## src/rtl/mips_pkg.sv

```systemverilog
// Shared encodings for the multicycle MIPS control path: opcodes, datapath
// select values, FSM state enum and the decoded control word.
package mips_pkg;

    localparam logic [5:0] OP_RTYPE = 6'b000000;
    localparam logic [5:0] OP_LW    = 6'b100011;
    localparam logic [5:0] OP_SW    = 6'b101011;
    localparam logic [5:0] OP_BEQ   = 6'b000100;
    localparam logic [5:0] OP_ADDI  = 6'b001000;
    localparam logic [5:0] OP_ORI   = 6'b001101;
    localparam logic [5:0] OP_J     = 6'b000010;

    localparam logic [1:0] ALUOP_ADD   = 2'b00;
    localparam logic [1:0] ALUOP_SUB   = 2'b01;
    localparam logic [1:0] ALUOP_FUNCT = 2'b10;
    localparam logic [1:0] ALUOP_OR    = 2'b11;

    localparam logic [1:0] ALUSRCB_REGB = 2'b00;
    localparam logic [1:0] ALUSRCB_FOUR = 2'b01;
    localparam logic [1:0] ALUSRCB_SIMM = 2'b10;
    localparam logic [1:0] ALUSRCB_ZIMM = 2'b11;

    localparam logic [1:0] PCSRC_ALU    = 2'b00;
    localparam logic [1:0] PCSRC_ALUOUT = 2'b01;
    localparam logic [1:0] PCSRC_JUMP   = 2'b10;

    typedef enum logic [3:0] {
        S_FETCH   = 4'd0,
        S_DECODE  = 4'd1,
        S_MEMADR  = 4'd2,
        S_MEMRD   = 4'd3,
        S_MEMWB   = 4'd4,
        S_MEMWR   = 4'd5,
        S_RTYPEEX = 4'd6,
        S_RTYPEWB = 4'd7,
        S_BEQEX   = 4'd8,
        S_ADDIEX  = 4'd9,
        S_ORIEX   = 4'd10,
        S_ITYPEWB = 4'd11,
        S_JEX     = 4'd12
    } state_t;

    // fetch/pcwrite/branch are raw state flags; input gating happens in the top
    typedef struct packed {
        logic       mem_req;
        logic       memwrite;
        logic       fetch;
        logic       pcwrite;
        logic       branch;
        logic       iord;
        logic       regwrite;
        logic       regdst;
        logic       memtoreg;
        logic       alusrca;
        logic [1:0] alusrcb;
        logic [1:0] pcsrc;
        logic [1:0] aluop;
    } ctrl_t;

    localparam int unsigned CTRL_W = $bits(ctrl_t);

endpackage

```

## src/rtl/mc_state_dec.sv

```systemverilog
// Pure combinational decode of the controller state into the datapath
// control word (Moore outputs only).
module mc_state_dec
    import mips_pkg::*;
(
    input  logic [3:0]        i_state,
    output logic [CTRL_W-1:0] o_ctrl
);

    state_t w_state;
    ctrl_t  w_ctrl;

    assign w_state = state_t'(i_state);
    assign o_ctrl  = w_ctrl;

    always_comb begin
        w_ctrl = '0;
        unique case (w_state)
            S_FETCH: begin
                w_ctrl.mem_req = 1'b1;
                w_ctrl.fetch   = 1'b1;
                w_ctrl.alusrcb = ALUSRCB_FOUR;
                w_ctrl.aluop   = ALUOP_ADD;
                w_ctrl.pcsrc   = PCSRC_ALU;
            end
            S_DECODE: begin
                w_ctrl.alusrcb = ALUSRCB_SIMM;
                w_ctrl.aluop   = ALUOP_ADD;
            end
            S_MEMADR: begin
                w_ctrl.alusrca = 1'b1;
                w_ctrl.alusrcb = ALUSRCB_SIMM;
                w_ctrl.aluop   = ALUOP_ADD;
            end
            S_MEMRD: begin
                w_ctrl.mem_req = 1'b1;
                w_ctrl.iord    = 1'b1;
            end
            S_MEMWB: begin
                w_ctrl.regwrite = 1'b1;
                w_ctrl.memtoreg = 1'b1;
            end
            S_MEMWR: begin
                w_ctrl.mem_req  = 1'b1;
                w_ctrl.memwrite = 1'b1;
                w_ctrl.iord     = 1'b1;
            end
            S_RTYPEEX: begin
                w_ctrl.alusrca = 1'b1;
                w_ctrl.alusrcb = ALUSRCB_REGB;
                w_ctrl.aluop   = ALUOP_FUNCT;
            end
            S_RTYPEWB: begin
                w_ctrl.regwrite = 1'b1;
                w_ctrl.regdst   = 1'b1;
            end
            S_BEQEX: begin
                w_ctrl.alusrca = 1'b1;
                w_ctrl.alusrcb = ALUSRCB_REGB;
                w_ctrl.aluop   = ALUOP_SUB;
                w_ctrl.pcsrc   = PCSRC_ALUOUT;
                w_ctrl.branch  = 1'b1;
            end
            S_ADDIEX: begin
                w_ctrl.alusrca = 1'b1;
                w_ctrl.alusrcb = ALUSRCB_SIMM;
                w_ctrl.aluop   = ALUOP_ADD;
            end
            S_ORIEX: begin
                w_ctrl.alusrca = 1'b1;
                w_ctrl.alusrcb = ALUSRCB_ZIMM;
                w_ctrl.aluop   = ALUOP_OR;
            end
            S_ITYPEWB: begin
                w_ctrl.regwrite = 1'b1;
            end
            S_JEX: begin
                w_ctrl.pcsrc   = PCSRC_JUMP;
                w_ctrl.pcwrite = 1'b1;
            end
            default: w_ctrl = '0;
        endcase
    end

endmodule

```

## src/rtl/mc_controller.sv

```systemverilog
// Multicycle MIPS main control FSM: state register, next-state logic and the
// memory-wait watchdog; the control word comes from mc_state_dec.
module mc_controller
    import mips_pkg::*;
#(
    parameter int unsigned WAIT_MAX = 15
) (
    input  logic       clk,
    input  logic       reset,
    input  logic [5:0] op,
    input  logic       zero,
    input  logic       mem_ready,
    output logic       mem_req,
    output logic       memwrite,
    output logic       irwrite,
    output logic       pcen,
    output logic       iord,
    output logic       regwrite,
    output logic       regdst,
    output logic       memtoreg,
    output logic       alusrca,
    output logic [1:0] alusrcb,
    output logic [1:0] pcsrc,
    output logic [1:0] aluop,
    output logic       illegal_op,
    output logic       mem_timeout
);

    localparam int unsigned CW = $clog2(WAIT_MAX + 1);

    state_t             r_state;
    state_t             w_next;
    logic [CW-1:0]      r_wait_cnt;
    logic               r_illegal_op;
    logic               r_mem_timeout;
    logic               w_illegal;
    logic               w_timeout;
    logic [CTRL_W-1:0]  w_ctrl_bits;
    ctrl_t              w_ctrl;

    always_ff @(posedge clk or posedge reset) begin
        if (reset) r_state <= S_FETCH;
        else       r_state <= w_next;
    end

    // A waiting memory state stays put until mem_ready; the watchdog forces FETCH
    assign w_timeout = w_ctrl.mem_req && !mem_ready && (r_wait_cnt == CW'(WAIT_MAX));

    always_comb begin
        w_next    = r_state;
        w_illegal = 1'b0;
        unique case (r_state)
            S_FETCH:   if (mem_ready) w_next = S_DECODE;
            S_DECODE: begin
                unique case (op)
                    OP_LW, OP_SW: w_next = S_MEMADR;
                    OP_RTYPE:     w_next = S_RTYPEEX;
                    OP_BEQ:       w_next = S_BEQEX;
                    OP_ADDI:      w_next = S_ADDIEX;
                    OP_ORI:       w_next = S_ORIEX;
                    OP_J:         w_next = S_JEX;
                    default: begin
                        w_next    = S_FETCH;
                        w_illegal = 1'b1;
                    end
                endcase
            end
            S_MEMADR:  w_next = (op == OP_SW) ? S_MEMWR : S_MEMRD;
            S_MEMRD:   if (mem_ready) w_next = S_MEMWB;
            S_MEMWR:   if (mem_ready) w_next = S_FETCH;
            S_RTYPEEX: w_next = S_RTYPEWB;
            S_ADDIEX,
            S_ORIEX:   w_next = S_ITYPEWB;
            default:   w_next = S_FETCH;
        endcase
        if (w_timeout) w_next = S_FETCH;
    end

    always_ff @(posedge clk or posedge reset) begin
        if (reset) begin
            r_wait_cnt    <= '0;
            r_illegal_op  <= 1'b0;
            r_mem_timeout <= 1'b0;
        end else begin
            r_illegal_op  <= w_illegal;
            r_mem_timeout <= w_timeout;
            if (w_ctrl.mem_req && !mem_ready && !w_timeout) r_wait_cnt <= r_wait_cnt + 1'b1;
            else                                             r_wait_cnt <= '0;
        end
    end

    mc_state_dec u_dec (
        .i_state (r_state),
        .o_ctrl  (w_ctrl_bits)
    );

    assign w_ctrl = ctrl_t'(w_ctrl_bits);

    always_comb begin
        mem_req     = w_ctrl.mem_req;
        memwrite    = w_ctrl.memwrite;
        irwrite     = w_ctrl.fetch & mem_ready;
        pcen        = (w_ctrl.fetch & mem_ready) | w_ctrl.pcwrite | (w_ctrl.branch & zero);
        iord        = w_ctrl.iord;
        regwrite    = w_ctrl.regwrite;
        regdst      = w_ctrl.regdst;
        memtoreg    = w_ctrl.memtoreg;
        alusrca     = w_ctrl.alusrca;
        alusrcb     = w_ctrl.alusrcb;
        pcsrc       = w_ctrl.pcsrc;
        aluop       = w_ctrl.aluop;
        illegal_op  = r_illegal_op;
        mem_timeout = r_mem_timeout;
    end

endmodule

```

## config.mk

```make
export PLATFORM = sky130hd
export DESIGN_NAME = mc_controller
export DESIGN_NICKNAME = d
export VERILOG_FILES = /design/src/rtl/mips_pkg.sv /design/src/rtl/mc_state_dec.sv /design/src/rtl/mc_controller.sv
export SDC_FILE = /design/constraint.sdc
export NUM_CORES = 1
export LEC_CHECK = 0
export ABC_AREA = 1
export BUFFER_PORTS_ARGS = -buffer_cell sky130_fd_sc_hd__buf_4
export CORE_UTILIZATION = 45
export DETAILED_ROUTE_END_ITERATION = 8
export GPL_ROUTABILITY_DRIVEN = 0
export GPL_TIMING_DRIVEN = 0
export HOLD_SLACK_MARGIN = 0.15
export PLACE_DENSITY_LB_ADDON = 0.15
export SYNTH_ARGS = -nofsm -noshare
export SYNTH_HDL_FRONTEND = slang
export SYNTH_SLANG_ARGS = --single-unit
```

## constraint.sdc

```tcl
create_clock -name clk -period 1.9 [get_ports clk]
set_clock_uncertainty 0.2 [all_clocks]
set_input_delay 0.095 -clock clk [delete_from_list [all_inputs] [get_ports clk]]
set_output_delay 0.095 -clock clk [all_outputs]
set_load 0.02 [all_outputs]
```

# ---- Word level (Yosys, flattened, before mapping)
# Index checks and enable logic that the tools add are counted.
# W data, S select, Z words.
dict set report word_totals {
  reg_bits 10
  latch_bits 0
  mem_bits_rw 0
  mem_bits_ro 0
  input_bits 10
  out_inout_bits 17
  word_cells 70
  memories 0
}
dict set report classes {
  addsub 1
  n_mul 0
  div 0
  n_lt_le_gt_ge 0
  n_eq_ne 22
  n_shift 0
  mux 23
  bitwise 4
  reduce_logical 16
}
# operator n
set op_table {}
lappend op_table {{$pmux W4 S7} 1}
lappend op_table {{$eq A4 B4 Y1 const B} 6}
lappend op_table {{$pmux W4 S6} 1}
lappend op_table {{$mux W4} 5}
lappend op_table {{$eq A4 B3 Y1 const B} 4}
lappend op_table {{$eq A6 B4 Y1 const B} 2}
lappend op_table {{$eq A6 B6 Y1 const B} 2}
lappend op_table {{$mux W1} 12}
lappend op_table {{$pmux W2 S3} 2}
lappend op_table {{$ne A3 B3 Y1 const B} 3}
lappend op_table {{$reduce_or A3 Y1} 3}
lappend op_table {{$eq A4 B2 Y1 const B} 2}
lappend op_table {{$reduce_or A7 Y1} 1}
lappend op_table {{$eq A6 B2 Y1 const B} 1}
lappend op_table {{$eq A6 B3 Y1 const B} 1}
lappend op_table {{$logic_not A6 Y1} 1}
lappend op_table {{$reduce_or A2 Y1} 3}
lappend op_table {{$reduce_or A5 Y1} 1}
lappend op_table {{$add A4 B1 Y4 const B} 1}
lappend op_table {{$eq A4 B1 Y1 const B} 1}
lappend op_table {{$logic_not A4 Y1} 1}
lappend op_table {{$pmux W2 S2} 1}
lappend op_table {{$logic_and A1 B1 Y1} 3}
lappend op_table {{$mux W3} 1}
lappend op_table {{other kinds (4)} 7}

# ---- Longest topological paths before layout
# Gate-level depths: netlist (run 1).
dict set report logic_depth {
  depth_word 8
  depth_mapped 9
  depth_no_buf 9
}

# ---- Modules after synthesis
# Synthesis (run 1) repeated with hierarchy kept, for this count alone.
dict set report hier_totals {
  cells_unflattened 157
  hier_area_um2 885.8
}
# module n_inst cells_per_inst area_each_um2 seq_area_each_um2
set by_module_without_submodules {}
lappend by_module_without_submodules {mc_controller 1 120 721.9 250.2}
lappend by_module_without_submodules {mc_state_dec 1 37 163.9 0.0}

# ---- Least setup slack after synthesis (run 1)
# No wires, ideal clock.
dict set report synth_timing {
  path_type {flip-flop to output port}
  startpoint {reg r_state[3]}
  endpoint {out pcen}
  arrival_time_ps 1341
  slack_ps 264
  stages_incl_launch_ff 7
  path_buffers 0
  cell_sequence {dfrtp_1 -> inv_1 -> nor2_1 -> inv_1 -> nor2_1 -> a21oi_1 -> o21ai_0}
}
dict set report synth_via {
  elab_chain_len 5
}
# item line_no
set synth_rtl {}
lappend synth_rtl {{start, declared} mc_controller.sv:31} ;# state_t r_state;
lappend synth_rtl {{start signal, assigned} mc_controller.sv:43} ;# else r_state <= w_next;
lappend synth_rtl {{$logic_not A4 Y1} mc_state_dec.sv:18} ;# unique case (w_state)
lappend synth_rtl {{$mux W1} mc_state_dec.sv:18}
lappend synth_rtl {{$and A1 B1 Y1} mc_controller.sv:103} ;# pcen = (w_ctrl.fetch & mem_ready) | w_ctrl.pcwrite | (w_ctrl.branch & zero);
lappend synth_rtl {{$or A1 B1 Y1} mc_controller.sv:103}
lappend synth_rtl {{$or A1 B1 Y1 *} mc_controller.sv:103}
lappend synth_rtl {{end, declared} mc_controller.sv:16} ;# output logic pcen,
# Every way passes the cells marked *; elsewhere a longest branch is shown, timed or not.

# ---- Worst setup path after layout (run 1)
dict set report layout_timing {
  startpoint {in op[0]}
  endpoint {reg r_state[1]}
}
dict set report layout_via {
  elab_chain_len 5
}
# item line_no
set layout_rtl {}
lappend layout_rtl {{start, declared} mc_controller.sv:10} ;# input logic [5:0] op,
lappend layout_rtl {{$eq A6 B6 Y1, on equally long branches} {mc_controller.sv:55, mc_controller.sv:68}}
lappend layout_rtl {{$reduce_or A2 Y1} -}
lappend layout_rtl {{$pmux W4 S6} mc_controller.sv:55} ;# unique case (op)
lappend layout_rtl {{$pmux W4 S7 *} mc_controller.sv:52} ;# unique case (r_state)
lappend layout_rtl {{$mux W4 *} mc_controller.sv:76} ;# if (w_timeout) w_next = S_FETCH;
# Marked as above.
# A chain may end at the register's enable or synchronous reset.

==> summary.md, run 1 <==
| Metric | Value |
|---|---|
| Status | finished with violations |
| Failing checks | design-rule violations |
| Yosys reg bits | 10 |
| IO Pins | 27 |
| Arrival time worst endpoint | 1.74 ns |
| Slew @ Worst Pin | 0.3652 ns |
| Largest net degree at the start of global routing | 11 |
| DRC viols | 3 |
| First-pass GRT wire length | around 3300 um |
| Critical path, cell by cell | dlygate4sd3_1 > buf_4 > inv_1 > nor2_1 > nand4_1 > dlygate4sd3_1 > nand3_1 > nand2_1 > nand3_1 |
| Syn_nets | between 100 and 150 |
| Most frequent cells in the layout | 28 x nand2_1, 27 x buf_4, 20 x nor2_1, 16 x inv_1, 13 x nand3_1 |
| Data required time at the worst endpoint | roughly 1.8 ns |
| Seq/Total Area, Yosys | 31.90% |
| Slew headroom | between 70% and 80% |
| GRT Residual Overflow | 0 |
| H-tree depth | 1 |
| TritonCTS Buffers | 3 |
| WP buf/inv | 4 |
| Pwr Density | between 1000 and 1500 nW/um^2 |
| Tot GR Track Use | between 20 and 25% |
| DRT Wirelength | between 1500 and 2000 um |
| Vias in the first global route | between 700 and 800 |
| CTS tree | done |
| Final setup viols | 0 |
| RR Startpoint | r_state[1] |
| Setup TNS | 0 ns |
| Hold Fails Final Rpt | 0 |
| Switching share of power | 50.36% |
| IO Port Bufs | 26 |
| Final Max Slew Viols | 0 |
| Layout Nets | 174 |
| Crit. Startpoint | op[0] |
| DIE HEIGHT | 43.76 um |
| Dpl hpwl | between 1000 and 1500 um |
| CP Capture Type | flop |
| Sw power | about 710 uW |
| Cell Area, Synth | just under 800 um^2 |
| Drt initial violations | 22 |
| Post-route clock period utilization | a little over nine tenths |
| Type of the worst setup path | primary input to flop |
| Post-synth ARST share | 100.0% |
| Antenna viol nets, final | 0 |
| Slowest stage cell on the critical path | dlygate4sd3_1 |
| Vias per inst | 5.045 |
| P&R area growth vs syn | 44.82% |
| Drt pass-1 iters | 6 |
| Synth cell types | 21 |
| Unrepaired setup endpoints after global routing | yes |
| Syn_area_per_cell | 6.430 um^2 |
| Core ar. | approximately 1600 um^2 |
| Max-Cap Viols | 0 |
| Die area | 1915 um^2 |
| Period minus WS final | about 1.8 ns |
| Vias | about 900 |
| Total power | 1.411 mW |
| Longest Clk Path Bufs | 2 |
| Worst vdd ir | between 0.6 and 0.7 mV |
| Ratio of cells with drive above 1 in the final layout | approximately a third |
| RR Endpoint | r_state[2] |
| Fill cell count | between 100 and 150 |
| Comb power frac | 66.1% |
| Yosys warnings | 0 |
| Worst Path Max Fanout | 5 |
| R2r setup slk | ~0.35 ns |
| Drt wl/cell | 10.97 um |
| Predominant post-synthesis flop cell | dfrtp_1 |
| Reg2Reg Depth | 8 |
| Antenna cells | 0 |
| Maximum operating frequency | 0.5560 GHz |
| Initial antenna violation count | 0 |
| Chip Width | ~44 um |
| Commonest non-fill, non-tap cell in the layout | nand2_1 |
| Gate Count Post-Synth | ~120 |
| Internal Power | around 700 uW |
| Starting Density | 50.32% |
| Flop pwr share | roughly 24% |
| Worst Hold Class | primary input to asynchronous set/reset pin |
| Clock Tree Root | clkbuf_4 |
| # rows | 14 |
| EDFF count, synth | 0 |
| Clock slew seen by the registers of the worst setup and hold paths | about 0.06 ns |
| CTS sink cnt | 10 |
| Clk_lat worst skew | ~0.26 ns |
| Clk pwr share | under 10% |
| CP startpoint kind | primary input |
| Max incr delay on CP | approximately 0.58 ns |
| Cell leakage power | around 0.64 nW |
| Crit path max-delay family | buffers and inverters |
## kinds of logic (layout without fill, tap and decap cells)
| group | count (synthesis) | count (layout) | synth area share (%) |
|---|---|---|---|
| AO/OA/AOI/OAI | 5 | 5 | 3.509 |
| XOR/XNOR | 3 | 3 | 3.350 |
| AND/OR/NAND/NOR | 83 | 83 | 49.76 |
| flip-flops | 10 | 10 | 31.90 |
| adder cells (fa/ha/maj) | 1 | 1 | 1.595 |
| buffers and inverters | 20 | 59 | 9.889 |
## registers in the layout, summed over array words and instances, names as in the netlist
signal       flops
r_state          4
r_wait_cnt       4
mem_timeout      1
illegal_op       1
## power by group through the flow
stage	Combinational [mW]	Sequential [mW]	Clock, mW
after floorplan	0.608	0.331	0
after global placement	0.886	0.332	0
after detailed placement	0.902	0.334	0
after CTS	0.921	0.331	0.143
after global routing	1.02	0.348	0.150
final	0.933	0.340	0.138
## layer usage
layer | wire length [um] | GRT usage [%] | vias to the layer above
li1 | - | - | 462
met1 | 840 | 27.68 | 399
met2 | 958 | 40.30 | 27
met3 | 124 | 6.250 | 5
met4 | 19 | 7.500 | 0
met5 | 0 | 0 | -
## synth_stat cells, types with 3 or more instances
master / number / share of area (%)
nor2_1: 25 / 12
nand2_1: 28 / 13
inv_1: 16 / 7.7
nand4_1: 4 / 3.2
dfrtp_1: 10 / 32
nand3_1: 13 / 8.3
nor2_2: 4 / 3.2
nand2_2: 3 / 2.4
## stage by stage
step	hold WS [ns]	std cells	area [um^2]	setup WS, ns	util [%]
6_report	0.1597	177	1136	0.1016	72.87
5_1_grt	0.2042	177	1136	-0.02161	72.87
4_1_cts	0.1666	177	1122	0.04501	71.99
3_5_place_dp	-0.1112	164	999.7	0.3445	64.13
3_3_place_gp	-0.1157	164	999.7	0.3514	64.13
2_1_floorplan	-0.2648	122	784.5	0.2642	-
## what timing repair did
action                     in CTS  in global routing
setup endpoints to repair       0                  3
buffers inserted                0                  1
hold buffers                   10                  0
hold endpoints to repair       20                  0
resized for setup               0                  8
## area by class of cell
| type | instances | area (um^2) | share of cell area [%] |
|---|---|---|---|
| timing repair buffer | 36 | 292.8 | 25.77 |
| tap | 16 | 20.02 | 1.762 |
| inverter | 20 | 77.57 | 6.828 |
| sequential | 10 | 254.0 | 22.36 |
| clock buffer | 3 | 22.52 | 1.982 |
| multi-input combinational | 92 | 469.2 | 41.30 |
## worst register-to-register path, cell delays in order, from the launching register on
cell     delay, ns
dfrtp_2       0.44
nor2_1        0.19
nand2_1       0.18
nand3_4       0.15
nand2_4       0.08
nand2_2       0.07
inv_2         0.04
nand2_1       0.06
nand2_1       0.05
## how the worst max path moves through the flow
stage                       to  slack, ns  depth (start not counted)
finish              r_state[1]       0.10                          9
global route              pcen      -0.02                          7
CTS                       pcen       0.05                          7
detailed placement        pcen       0.34                          7
global placement    r_state[2]       0.35                          8
floorplan                 pcen       0.26                          6
Power figures use the tool's default switching activity.
==> inputs of run 2 (changes only) <==
--- a/config.mk
+++ b/config.mk
@@ -7,7 +7,9 @@
 export LEC_CHECK = 0
 export ABC_AREA = 1
 export BUFFER_PORTS_ARGS = -buffer_cell sky130_fd_sc_hd__buf_4
-export CORE_UTILIZATION = 45
+export CELL_PAD_IN_SITES_DETAIL_PLACEMENT = 1
+export CELL_PAD_IN_SITES_GLOBAL_PLACEMENT = 1
+export CORE_UTILIZATION = 33
 export DETAILED_ROUTE_END_ITERATION = 8
 export GPL_ROUTABILITY_DRIVEN = 0
 export GPL_TIMING_DRIVEN = 0
==> run 2 against run 1 <==
Effect of this change:
- the flow now finishes without violations
- first-iteration DRC count fell by 59%
- via count rose by 3.2%
- sequential power rose by 2%
==> summary.md, run 2 (synthesis results as in run 1) <==
| Metric | Value |
|---|---|
| Data required time at the worst endpoint | 1.84 ns (about the same) |
| Most frequent CP cell | dlygate4sd3_1 |
| DIE HEIGHT | 50.76 um (+16%) |
| Final Max Slew Viols | 0 (unchanged) |
| Core ar. | 2233 um^2 (+43%) |
| GRT Residual Overflow | 0 (unchanged) |
| H-tree depth | 1 (unchanged) |
| Period minus WS final | 1.856 ns (+0.05745 ns) |
| Clock slew seen by the registers of the worst setup and hold paths | 0.06 ns (about the same) |
| Dpl hpwl | 1833 um (+24%) |
| Vias | 922 (+3.2%) |
| CTS tree | done |
| Hold Fails Final Rpt | 0 (unchanged) |
| Pwr Density | 1228 nW/um^2 (-1.1%) |
| Layout Nets | 176 (+1.1%) |
| Crit path max-delay family | buffers and inverters |
| P&R area growth vs syn | 50.88% |
| WP buf/inv | 3 (-1) |
| Status | finished clean |
| Initial antenna violation count | 0 (unchanged) |
| Top flop regs | r_state x4, r_wait_cnt x4 |
| Type of the worst setup path | primary input to flop |
| Most frequent cells in the layout | 28 x nand2_1, 26 x buf_4, 20 x nor2_1, 16 x inv_1 |
| IO Port Bufs | 26 (unchanged) |
| Setup TNS | 0 ns (unchanged) |
| Clock Tree Root | clkbuf_4 |
| Worst Hold Class | primary input to asynchronous set/reset pin |
| CP startpoint kind | primary input |
| IO Pins | 27 (unchanged) |
| Slew @ Worst Pin | 0.3972 ns (+0.03204 ns) |
| Final setup viols | 0 (unchanged) |
| Largest net degree at the start of global routing | 11 (unchanged) |
| # rows | 17 (+3) |
| Antenna cells | 0 (unchanged) |
| Ratio of cells with drive above 1 in the final layout | 31.90% (+0.22 points) |
| Tot GR Track Use | 19.49% (-3.8 points) |
| Commonest non-fill, non-tap cell in the layout | nand2_1 |
| DRT Wirelength | 2382 um (+23%) |
| Maximum operating frequency | 0.5388 GHz (-3.1%) |
| DRC viols | 0 (-3) |
| CTS sink cnt | 10 (unchanged) |
| Die area | 2576 um^2 (+35%) |
| Storage cell area | 254.0 um^2 (unchanged) |
| Drt wl/cell | 12.47 um (+14%) |
| Max-Cap Viols | 0 (unchanged) |
| Vias per inst | 4.827 (-4.3%) |
| Drt pass-1 iters | 4 (-2) |
| Fin cells | 191 (+7.9%) |
| Cell leakage power | 0.6504 nW (+1.9%) |
| Unrepaired setup endpoints after global routing | yes |
| Worst Path Max Fanout | 3 (-2) |
| Clk_lat worst skew | 0.26 ns (about the same) |
| Slowest stage cell on the critical path | dlygate4sd3_1 |
| Drt initial violations | 9 (-59%) |
| Dpl cells | 176 (+7.3%) |
| Arrival time worst endpoint | 1.79 ns (+0.05 ns) |
| Longest Clk Path Bufs | 2 (unchanged) |
| Worst vdd ir | 0.7371 mV (+15%) |
| First-pass GRT wire length | 3774 um (+15%) |
| Slew headroom | 73.49% (-2.1 points) |
| CP Capture Type | flop |
| Max incr delay on CP | 0.57 ns (about the same) |
| Starting Density | 35.13% (-15 points) |
| TritonCTS Buffers | 3 (unchanged) |
| Chip Width | 50.76 um (+16%) |
| Post-route clock period utilization | 97.68% (+3.0 points) |
| Area taken by multi-input logic gates | 479.2 um^2 (+2.1%) |
| Vias in the first global route | 935 (+17%) |
| Antenna viol nets, final | 0 (unchanged) |
| Fill cell count | 313 (+130%) |
| Critical path, cell by cell | dlygate4sd3_1 > buf_4 > nor2_2 > dlygate4sd3_1 > nand2_1 > a21oi_1 > nand3_1 |
## run 2: cell count changes in the layout (fill, tap and decap cells not counted)
cell,change
dlygate4sd3_1,+3
buf_4,-1
nand3_1,-1
nand3_2,+1
nor3_1,-1
nor3_2,+1
## run 2: final timing paths
kind                            slack [ns]  cells after the start             to           from
worst max-delay path                  0.04                      7     r_state[1]          op[2]
worst min-delay path                  0.18                      3  r_wait_cnt[2]          reset
worst max register to register        0.27                      8     r_state[2]     r_state[2]
worst min register to register        0.28                      1  r_wait_cnt[0]  r_wait_cnt[0]
max in group asynchronous             1.02                      3     r_state[1]          reset
min in group clk                      0.28                      1  r_wait_cnt[0]  r_wait_cnt[0]
## run 2: worst min-delay path: stages
cell and delay [ns]:
dlygate4sd3_1 0.53, buf_4 0.13, inv_1 0.30
## run 2: layout make-up
| cell class | count | area share [%] |
|---|---|---|
| Multi-Input combinational cell | 92 | 40.49 |
| Timing Repair Buffer | 38 | 26.64 |
| Sequential cell | 10 | 21.46 |
| Inverter | 20 | 6.554 |
| Tap cell | 28 | 2.960 |
| Clock buffer | 3 | 1.903 |
## run 2: timing repair
action / CTS / global route
hold endpoints to repair: 20 / 0
endpoints found under the setup margin: 0 / 4
hold buffers: 12 / 0
gates resized for setup: 0 / 10
setup buffers: 0 / 0
## run 2: per-stage QoR
| step | hold slack (ns) | total power, mW | area, um^2 | util [%] | setup slack, ns |
|---|---|---|---|---|---|
| 2_1_floorplan | -0.2648 | 0.9388 | 784.5 | - | 0.2642 |
| 4_1_cts | 0.1731 | 1.425 | 1157 | 51.82 | 0.006667 |
| 3_5_place_dp | -0.09630 | 1.262 | 1015 | 45.43 | 0.2881 |
| 6_report | 0.1756 | 1.453 | 1184 | 53.00 | 0.04410 |
| 3_3_place_gp | -0.1013 | 1.231 | 1015 | 45.43 | 0.3209 |
| 5_1_grt | 0.2260 | 1.570 | 1184 | 53.00 | -0.03294 |
## run 2: power breakdown
| group | switching (mW) | internal, mW | leakage (nW) |
|---|---|---|---|
| Sequential | 0.0740 | 0.272 | 0.130 |
| Clock | 0.0638 | 0.0727 | 0.0138 |
| Combinational | 0.608 | 0.362 | 0.506 |
## run 2: layer usage
| layer | GRT usage [%] | routed length (um) | vias up |
|---|---|---|---|
| met5 | 0 | 0 | - |
| met4 | 2.778 | 0 | 0 |
| met3 | 3.939 | 92 | 0 |
| met2 | 37.33 | 1313 | 25 |
| met1 | 22.32 | 976 | 431 |
| li1 | - | - | 466 |
==> inputs of run 3 (changes only) <==
--- a/config.mk
+++ b/config.mk
@@ -9,6 +9,7 @@
 export BUFFER_PORTS_ARGS = -buffer_cell sky130_fd_sc_hd__buf_4
 export CELL_PAD_IN_SITES_DETAIL_PLACEMENT = 1
 export CELL_PAD_IN_SITES_GLOBAL_PLACEMENT = 1
+export CORE_ASPECT_RATIO = 1.25
 export CORE_UTILIZATION = 33
 export DETAILED_ROUTE_END_ITERATION = 8
 export GPL_ROUTABILITY_DRIVEN = 0
==> run 3 against run 2 <==
Effect of this change:
- combinational power up 1%
- first-iteration DRC count down 22%
- cell area up 1.3%
- clock power up 39%
- largest cell class unchanged
==> summary.md, run 3 (synthesis results as in run 1) <==
| Metric | Value |
|---|---|
| Status | finished clean |
| IO Port Bufs | 26 (unchanged) |
| Final Max Slew Viols | 0 (unchanged) |
| Clock Tree Root | clkbuf_4 |
| Antenna viol nets, final | 0 (unchanged) |
| Hold Fails Final Rpt | 0 (unchanged) |
| Initial antenna violation count | 0 (unchanged) |
| Die area | 2577 um^2 (about the same) |
| Maximum operating frequency | 0.5410 GHz (+0.39%) |
| Worst Hold Class | primary input to asynchronous set/reset pin |
| Setup TNS | 0 ns (unchanged) |
| First-pass GRT wire length | 3698 um (-2.0%) |
| Core ar. | 2211 um^2 (-1.0%) |
| Most frequent cells in the layout | 27 x buf_4, 26 x nand2_1, 20 x nor2_1, 16 x inv_1, 12 x nand3_1 |
| Worst Path Max Fanout | 5 (+2) |
| Slowest stage cell on the critical path | dlygate4sd3_1 |
| Chip Width | 45.61 um (-10%) |
| Clock slew seen by the registers of the worst setup and hold paths | 0.07 ns (about the same) |
| Dpl hpwl | 1818 um (-0.81%) |
| Vias | 935 (+1.4%) |
| P&R area growth vs syn | 52.79% |
| DRC viols | 0 (unchanged) |
| IO Pins | 27 (unchanged) |
| DIE HEIGHT | 56.51 um (+11%) |
| Vias per inst | 4.820 (-0.16%) |
| Dpl cells | 179 (+1.7%) |
| Final worst setup slack | 0.05140 ns (+0.007297 ns) |
| Drt wl/cell | 12.45 um (-0.18%) |
| Longest Clk Path Bufs | 2 (unchanged) |
| Clk_lat worst skew | 0.26 ns (about the same) |
| Vias in the first global route | 873 (-6.6%) |
| Final setup viols | 0 (unchanged) |
| Top flop regs | r_state x4, r_wait_cnt x4 |
| Pwr Density | 1268 nW/um^2 (+3.3%) |
| Period minus WS final | 1.849 ns (-0.007297 ns) |
| Critical path, cell by cell | dlygate4sd3_1 > buf_4 > inv_1 > nor2_1 > nand4_1 > dlygate4sd3_1 > nand3_1 > nand2_1 > nand3_1 |
| Place WS | 0.2643 ns (-0.02373 ns) |
| CP Capture Type | flop |
| Max-Cap Viols | 0 (unchanged) |
| Type of the worst setup path | primary input to flop |
| DRT Wirelength | 2415 um (+1.4%) |
| Slew @ Worst Pin | 0.3828 ns (-0.01440 ns) |
| Commonest non-fill, non-tap cell in the layout | buf_4 |
| Ratio of cells with drive above 1 in the final layout | 33.74% (+1.8 points) |
| GRT Residual Overflow | 0 (unchanged) |
| Drt initial violations | 7 (-2) |
| Fin cells | 194 (+1.6%) |
| TritonCTS Buffers | 3 (unchanged) |
| Arrival time worst endpoint | 1.79 ns (about the same) |
| Cell leakage power | 0.6527 nW (+0.36%) |
| Starting Density | 35.48% (+0.36 points) |
| Data required time at the worst endpoint | 1.84 ns (about the same) |
| Unrepaired setup endpoints after global routing | yes |
| Layout Nets | 175 (-0.57%) |
| CTS sink cnt | 10 (unchanged) |
| Tot GR Track Use | 19.80% (+0.30 points) |
| Max incr delay on CP | 0.57 ns (about the same) |
| Drt pass-1 iters | 4 (unchanged) |
| CP startpoint kind | primary input |
| Fill cell count | 301 (-3.8%) |
| Post-route clock period utilization | 97.29% (-0.38 points) |
| Antenna cells | 0 (unchanged) |
| Slew headroom | 74.45% (+0.96 points) |
| H-tree depth | 1 (unchanged) |
| # rows | 19 (+2) |
| Worst Hold Slack | 0.1694 ns (-0.006202 ns) |
| Largest net degree at the start of global routing | 11 (unchanged) |
| CTS tree | done |
| Worst vdd ir | 0.7557 mV (+2.5%) |
-- run 3: metal layers --
layer	vias to the layer above	global-route usage, %	routed length (um)
met1	447	24.85	1019
met3	4	1.929	54
li1	465	-	-
met4	0	7.792	30
met5	-	0	0
met2	19	33.27	1310
-- run 3: per-stage QoR --
stage	power, mW	instance area, um^2	util (%)
floorplan	0.9388	784.5	-
global placement	1.237	1018	46.07
detailed placement	1.258	1018	46.07
CTS	1.474	1156	52.29
global route	1.643	1199	54.22
finish	1.520	1199	54.22
-- run 3: area by class of cell --
class | count | area, um^2 | share of cell area, %
multi-input cells | 92 | 489.2 | 40.81
flip-flops and latches | 10 | 254.0 | 21.19
repair buffers | 37 | 302.8 | 25.26
well taps | 31 | 38.79 | 3.236
clock buffers | 4 | 36.28 | 3.027
inverters | 20 | 77.57 | 6.472
-- run 3: critical path: cells and delay by family --
kind                   cells  cell delay [ns]
buffers and inverters      4             1.34
AND/OR/NAND/NOR            5             0.35
-- run 3: final timing paths --
| check | from | end | slack [ns] | cells after the start |
|---|---|---|---|---|
| worst min register to register | r_wait_cnt[0] | r_wait_cnt[0] | 0.27 | 1 |
| min in group clk | r_wait_cnt[0] | r_wait_cnt[0] | 0.27 | 1 |
| max in group asynchronous | reset | r_state[2] | 1.03 | 3 |
| worst max-delay path | op[0] | r_state[1] | 0.05 | 9 |
| worst min-delay path | reset | r_wait_cnt[2] | 0.17 | 3 |
| worst max register to register | r_state[2] | r_state[2] | 0.32 | 8 |
-- run 3: report_power, final --
group	internal [mW]	leakage, nW	switching [mW]
registers	0.272	0.130	0.0761
logic	0.373	0.501	0.608
clock network	0.116	0.0210	0.0750
-- run 3: repair_timing --
action                                 4_1_cts  5_1_grt
resized for setup                            1       12
setup endpoints to repair                    1        3
buffers inserted                             0        1
hold buffers                                10        0
cloned                                       0        0
endpoints found under the hold margin       20        0
pin swaps                                    0        0
